--- src/rtl/hazard_scoreboard.sv ---
// hazard_scoreboard -- decode-stage hazard unit for the pipelined MIPS core.
// A shift-register scoreboard of in-flight register writers (entry 0 = E,
// 1 = M, 2 = W, ...) yields the D-stage stall and per-operand forward selects.
// Optional multiply/divide busy tracker: define HAZARD_MD_EN to build it in;
// without it md_busy is 0 and the HI/LO inputs are ignored.
module hazard_scoreboard #(
   parameter int STAGES      = 3,
   parameter int AW          = 5,
   parameter int TW          = 2,
   parameter int SELW        = $clog2(STAGES + 1),
   parameter int MULT_CYCLES = 5,
   parameter int DIV_CYCLES  = 10
) (
   input  logic            clk,
   input  logic            reset,
   input  logic [AW-1:0]   rs,
   input  logic [AW-1:0]   rt,
   input  logic [TW-1:0]   tuse_rs,
   input  logic [TW-1:0]   tuse_rt,
   input  logic [AW-1:0]   dst,
   input  logic [TW-1:0]   tnew,
   input  logic            md_start,
   input  logic            md_is_div,
   input  logic            md_use,
   output logic            stall,
   output logic [SELW-1:0] fwd_rs_sel,
   output logic [SELW-1:0] fwd_rt_sel,
   output logic            md_busy
);

   // Writer scoreboard: destination and remaining cycles until its result exists.
   logic [AW-1:0] r_addr [STAGES];
   logic [TW-1:0] r_tnew [STAGES];

   logic w_rs_stall;
   logic w_rt_stall;
   logic w_md_stall;

   // Nearest-writer lookup per operand; walking oldest to newest lets the
   // youngest match overwrite older ones, so a nearer writer always shadows.
   always_comb begin
      // NOTE: every signal written here gets a default first, so no latch is inferred.
      w_rs_stall = 1'b0;
      w_rt_stall = 1'b0;
      fwd_rs_sel = '0;
      fwd_rt_sel = '0;
      for (int k = STAGES - 1; k >= 0; k--) begin
         if (rs != '0 && r_addr[k] == rs) begin
            w_rs_stall = (tuse_rs < r_tnew[k]);
            fwd_rs_sel = (r_tnew[k] == '0) ? SELW'(k + 1) : '0;
         end
         if (rt != '0 && r_addr[k] == rt) begin
            w_rt_stall = (tuse_rt < r_tnew[k]);
            fwd_rt_sel = (r_tnew[k] == '0) ? SELW'(k + 1) : '0;
         end
      end
   end

   // Advance the writer pipeline; D's write enters E unless D is being held.
   always_ff @(posedge clk) begin
      if (reset) begin
         // NOTE: the scoreboard is a handful of flops, not a RAM, so every entry is reset.
         for (int k = 0; k < STAGES; k++) begin
            r_addr[k] <= '0;
            r_tnew[k] <= '0;
         end
      end else begin
         // NOTE: non-blocking, so each entry takes its neighbour's pre-edge value.
         r_addr[0] <= stall ? '0 : dst;
         r_tnew[0] <= stall ? '0 : tnew;
         for (int k = 1; k < STAGES; k++) begin
            r_addr[k] <= r_addr[k-1];
            r_tnew[k] <= (r_tnew[k-1] == '0) ? '0 : r_tnew[k-1] - TW'(1);
         end
      end
   end

`ifdef HAZARD_MD_EN
   localparam int CMAX = (DIV_CYCLES > MULT_CYCLES) ? DIV_CYCLES : MULT_CYCLES;
   localparam int CW   = $clog2(CMAX + 1);

   logic [CW-1:0] r_md_cnt;

   // Busy down-counter; a start held by a stall loads nothing and retries.
   always_ff @(posedge clk) begin
      if (reset) begin
         r_md_cnt <= '0;
      end else if (md_start && !stall) begin
         r_md_cnt <= md_is_div ? CW'(DIV_CYCLES) : CW'(MULT_CYCLES);
      end else if (r_md_cnt != '0) begin
         r_md_cnt <= r_md_cnt - CW'(1);
      end
   end

   assign md_busy    = (r_md_cnt != '0);
   assign w_md_stall = md_use & md_busy;
`else
   logic w_unused_md;

   assign w_unused_md = ^{md_start, md_is_div, md_use, (MULT_CYCLES != DIV_CYCLES)};
   assign md_busy     = 1'b0;
   assign w_md_stall  = 1'b0;
`endif

   assign stall = w_rs_stall | w_rt_stall | w_md_stall;

endmodule

--- config.mk ---
export PLATFORM = sky130hd
export DESIGN_NAME = hazard_scoreboard
export DESIGN_NICKNAME = d
export VERILOG_FILES = /design/src/rtl/hazard_scoreboard.sv
export SDC_FILE = /design/constraint.sdc
export NUM_CORES = 1
export LEC_CHECK = 0
export CORE_MARGIN = 10
export CORE_UTILIZATION = 44
export DETAILED_ROUTE_END_ITERATION = 10
export PLACE_DENSITY = 0.74
export SYNTH_ARGS = -nofsm -noshare
export SYNTH_HDL_FRONTEND = slang
export SYNTH_SLANG_ARGS = --single-unit
--- constraint.sdc ---
create_clock -name clk -period 1.5 [get_ports clk]
set_input_delay 0.15 -clock clk [delete_from_list [all_inputs] [get_ports clk]]
set_output_delay 0.15 -clock clk [all_outputs]
set_load 0.01 [all_outputs]
==> summary.log <==
qor: job.drv_cap 0
qor: worst_setup_path.cp_slowest_cell sky130_fd_sc_hd__dfxtp_1
qor: clocking.tritoncts.num_buffers 3
qor: worst_setup_path.timing.critical_path.required 1350 ps
qor: route.detail_route.wirelength 4.27 mm
qor: route.highest_routing_layer_actually_used met4
qor: yosys.yosys_most_used_dff sky130_fd_sc_hd__dfxtp_1
qor: power.sw_frac_of_total 0.314
qor: die.initial_utilization 0.468
qor: cells_and_area.antenna_cells_inserted 0
qor: sta.layout_skew 3.98 ps
qor: die.die_area 0.00561 mm2
qor: route.vias_per_cell 5.21
qor: worst_setup_path.critPathArrivalTime 1960 ps
qor: place.place.gp.congestion 0.782
qor: route.met3RoutedLength 155 um
qor: yosys.number_of_different_library_cells_in_the_post_synthesis_netlist 36
qor: die.std_cell_rows 19
qor: cells_and_area.fillerInstances 172
qor: sta.final.setup.worst_slack -613 ps
qor: place.portBuffers 27
qor: clocking.clkLatencyLatePin 310 ps
qor: sta.fmax 473 MHz
qor: clocking.cts_tree done
qor: cells_and_area.drive_above_1_share 0.458
qor: power.leakagePower 0.000951 uW
qor: yosys.synth_edf_count 0
qor: worst_setup_path.worst_setup_path_end_kind output port
qor: power.switching_power 445 uW
qor: clocking.clock_sinks 21
qor: worst_setup_path.timing_worst_setup_path_type reg2out
qor: route.wl_met2 2.19 mm
qor: sta.finalSetupViolations 12
qor: clocking.clock_path_buffers 2
qor: min_path.min_path_type in2reg
qor: yosys.postSynthCellCount 146
qor: worst_setup_path.timing.critical_path.fanout_max 2
qor: route.route.layer.met1.wl 1.75 mm
qor: sta.post-route-min-period 2110 ps
qor: power.pwr-share-seq 0.442
qor: route.detail_route.wl_per_cell 17.4 um
qor: yosys.postSynthAreaPerCell 9.08 um2
qor: worst_setup_path.cp_cell_sequence xnor2_1, nand3_2, buf_4, a2111oi_4, o21bai_4, nand2b_4, buf_6
qor: yosys.asyncSetResetFlopFracSynth 0
qor: place.place.detailed.hpwl 2.90 mm
qor: yosys.synthesis_warnings 0
qor: worst_setup_path.cp_num_buf_inv 2
qor: cells_and_area.syn_to_final_growth 66.1%
qor: clocking.cts_hold_buf 0
qor: cells_and_area.ff_latch_area 435 um2
qor: route.route.detailed.drc 0
qor: sta.min_period_over_period 1.41
qor: global_routing.initial_antenna_violation_count 0
qor: worst_setup_path.cp_top_family compound AO/OA/AOI/OAI gates
qor: cells_and_area.postLayoutCoreUtil 0.778
qor: die.die_extent_in_x 74.9 um
qor: route.postRouteAntennaNets 0
qor: sta.finalHoldViolCount 0
qor: clocking.ctsRootBufferMaster sky130_fd_sc_hd__clkbuf_4
qor: yosys.seq_area_frac_synth 0.317
qor: power.power_density 644 mW/mm2
qor: worst_setup_path.start_kind flop
qor: yosys.postSynthNetCount 180
qor: clocking.number_of_levels_in_the_clock_h_tree 1
qor: run_status.status finished with violations
qor: place.post-place-cells 229
qor: die.coreArea 0.00283 mm2
qor: global_routing.grt_usage 0.152
qor: yosys.synthesis.area 0.00133 mm2
qor: yosys.yosys_register_bits 21
qor: route.vias 1277
qor: route.drt-initial-drc-count 51
qor: route.detail_route.first_pass.iterations 4
qor: global_routing.grt_pass1_wl 6.58 mm
qor: die.die_h 74.9 um
qor: run_status.failed_checks setup timing
qor: sta.drv_slew 0
qor: global_routing.grt_overflow_total 0
qor: cells_and_area.finalNetCount 249
qor: power.cellInternalPower 973 uW
qor: clocking.cts.clk_slew.worst_paths 120 ps
qor: cells_and_area.finish.cell_count_without_fillers 245
qor: power.ir_drop 0.000425 V
qor: cells_and_area.multiInputGateArea 0.00111 mm2
qor: power.power.share.clock 0.198
qor: global_routing.grt_start_max_net_pins 13
qor: global_routing.first_global_vias 1421
qor: power.power_frac_comb 0.360
qor: power.fin_total_pwr 1420 uW
qor: sta.rsz0062_at_grt yes
qor: worst_setup_path.slowest_delay 370 ps
qor: die.io_pins 32
## stage by stage
| stage | setup slack (ps) | instance area, um2 | hold WS, ps | TNS (ps) |
|---|---|---|---|---|
| 5_1_grt | -657 | 2200 | 355 | -6420 |
| 6_report | -613 | 2200 | 366 | -5660 |
| 3_3_place_gp | -1110 | 1860 | 409 | -9730 |
| 4_1_cts | -618 | 2120 | 365 | -4540 |
| 2_1_floorplan | -62.3 | 1360 | 222 | -62.3 |
| 3_5_place_dp | -1200 | 1860 | 416 | -10730 |
## registers in the layout (all words and copies together) (netlist names)
| name | count |
|---|---|
| r_addr | 15 |
| r_tnew | 6 |
## cells by family (layout without fill, tap and decap cells)
group                    count (synthesis)  after routing  synth area share
AO/OA/AOI/OAI                           16             16             0.101
flip-flops                              21             21             0.317
AND/OR/NAND/NOR                         59             59             0.260
buffers and inverters                    9             77            0.0293
XOR/XNOR                                30             30             0.198
other                                    1              1           0.00283
multiplexers                             2              2            0.0161
adder cells (fa/ha/maj)                  8              8            0.0755
## cells in the mapped netlist, types with 2 or more instances
master	n	share of area
sky130_fd_sc_hd__a21o_1	2	0.011
sky130_fd_sc_hd__a21oi_1	4	0.015
sky130_fd_sc_hd__clkbuf_1	2	0.0057
sky130_fd_sc_hd__dfxtp_1	21	0.32
sky130_fd_sc_hd__ha_1	8	0.076
sky130_fd_sc_hd__inv_1	5	0.014
sky130_fd_sc_hd__nand2b_1	6	0.028
sky130_fd_sc_hd__nand3_1	5	0.019
sky130_fd_sc_hd__nand3b_1	8	0.045
sky130_fd_sc_hd__nor2_1	11	0.031
sky130_fd_sc_hd__nor2b_1	10	0.047
sky130_fd_sc_hd__nor3_1	9	0.034
sky130_fd_sc_hd__nor4b_1	2	0.013
sky130_fd_sc_hd__o21ai_0	3	0.011
sky130_fd_sc_hd__xnor2_1	19	0.13
sky130_fd_sc_hd__xor2_1	11	0.073
## final timing paths
path / start / end / slack [ps] / depth (start not counted)
max: r_addr[0][11] / stall / -610 / 7
min: dst[4] / r_addr[0][4] / 370 / 3
max reg2reg: r_addr[0][11] / r_tnew[0][1] / -450 / 9
min reg2reg: r_tnew[0][0] / r_tnew[0][2] / 430 / 1
## timing repair
| item | 4_1_cts | 5_1_grt |
|---|---|---|
| setup buffers | 12 | 1 |
| setup endpoints to repair | 12 | 12 |
| gates resized for setup | 75 | 15 |
| pin swaps | 20 | 12 |
## power groups by stage
stage               combinational (uW)  sequential [uW]  clock [uW]
floorplan                          205              626           0
global placement                   384              633           0
detailed placement                 396              635           0
CTS                                473              622         286
global route                       552              630         311
finish                             510              627         281
## area by class of cell
type                       count  share of cell area
clock inverter                 1             0.00227
tap                           31              0.0176
timing repair buffer          68               0.258
sequential                    21               0.198
clock buffer                   3              0.0102
multi-input combinational    116               0.505
inverter                       5             0.00853
## cell usage in the layout (no fill, tap or decap), types with 2 or more instances in the layout
master	instances
sky130_fd_sc_hd__a21o_1	2
sky130_fd_sc_hd__a21oi_1	4
sky130_fd_sc_hd__buf_2	5
sky130_fd_sc_hd__buf_4	37
sky130_fd_sc_hd__buf_6	7
sky130_fd_sc_hd__clkbuf_4	3
sky130_fd_sc_hd__clkdlybuf4s50_1	13
sky130_fd_sc_hd__dfxtp_1	11
sky130_fd_sc_hd__dfxtp_2	9
sky130_fd_sc_hd__dlygate4sd2_1	5
sky130_fd_sc_hd__ha_1	8
sky130_fd_sc_hd__inv_1	5
sky130_fd_sc_hd__nand2b_1	5
sky130_fd_sc_hd__nand3_2	4
sky130_fd_sc_hd__nand3b_1	8
sky130_fd_sc_hd__nor2_1	9
sky130_fd_sc_hd__nor2_2	3
sky130_fd_sc_hd__nor2b_1	10
sky130_fd_sc_hd__nor3_1	6
sky130_fd_sc_hd__nor3_2	3
sky130_fd_sc_hd__o21ai_0	2
sky130_fd_sc_hd__o21ai_2	2
sky130_fd_sc_hd__xnor2_1	8
sky130_fd_sc_hd__xnor2_2	8
sky130_fd_sc_hd__xnor2_4	3
sky130_fd_sc_hd__xor2_1	11
## layer usage
metal	vias to the layer above	global-route usage
met5	-	0
met4	0	0.0798
met3	13	0.0197
met2	34	0.270
met1	594	0.173
li1	636	-
## tightest hold or removal path: stages
cell                              delay, ps
sky130_fd_sc_hd__clkdlybuf4s50_1        390
sky130_fd_sc_hd__nand3b_1                70
sky130_fd_sc_hd__nor2_1                  40
Power figures use the tool's default switching activity.
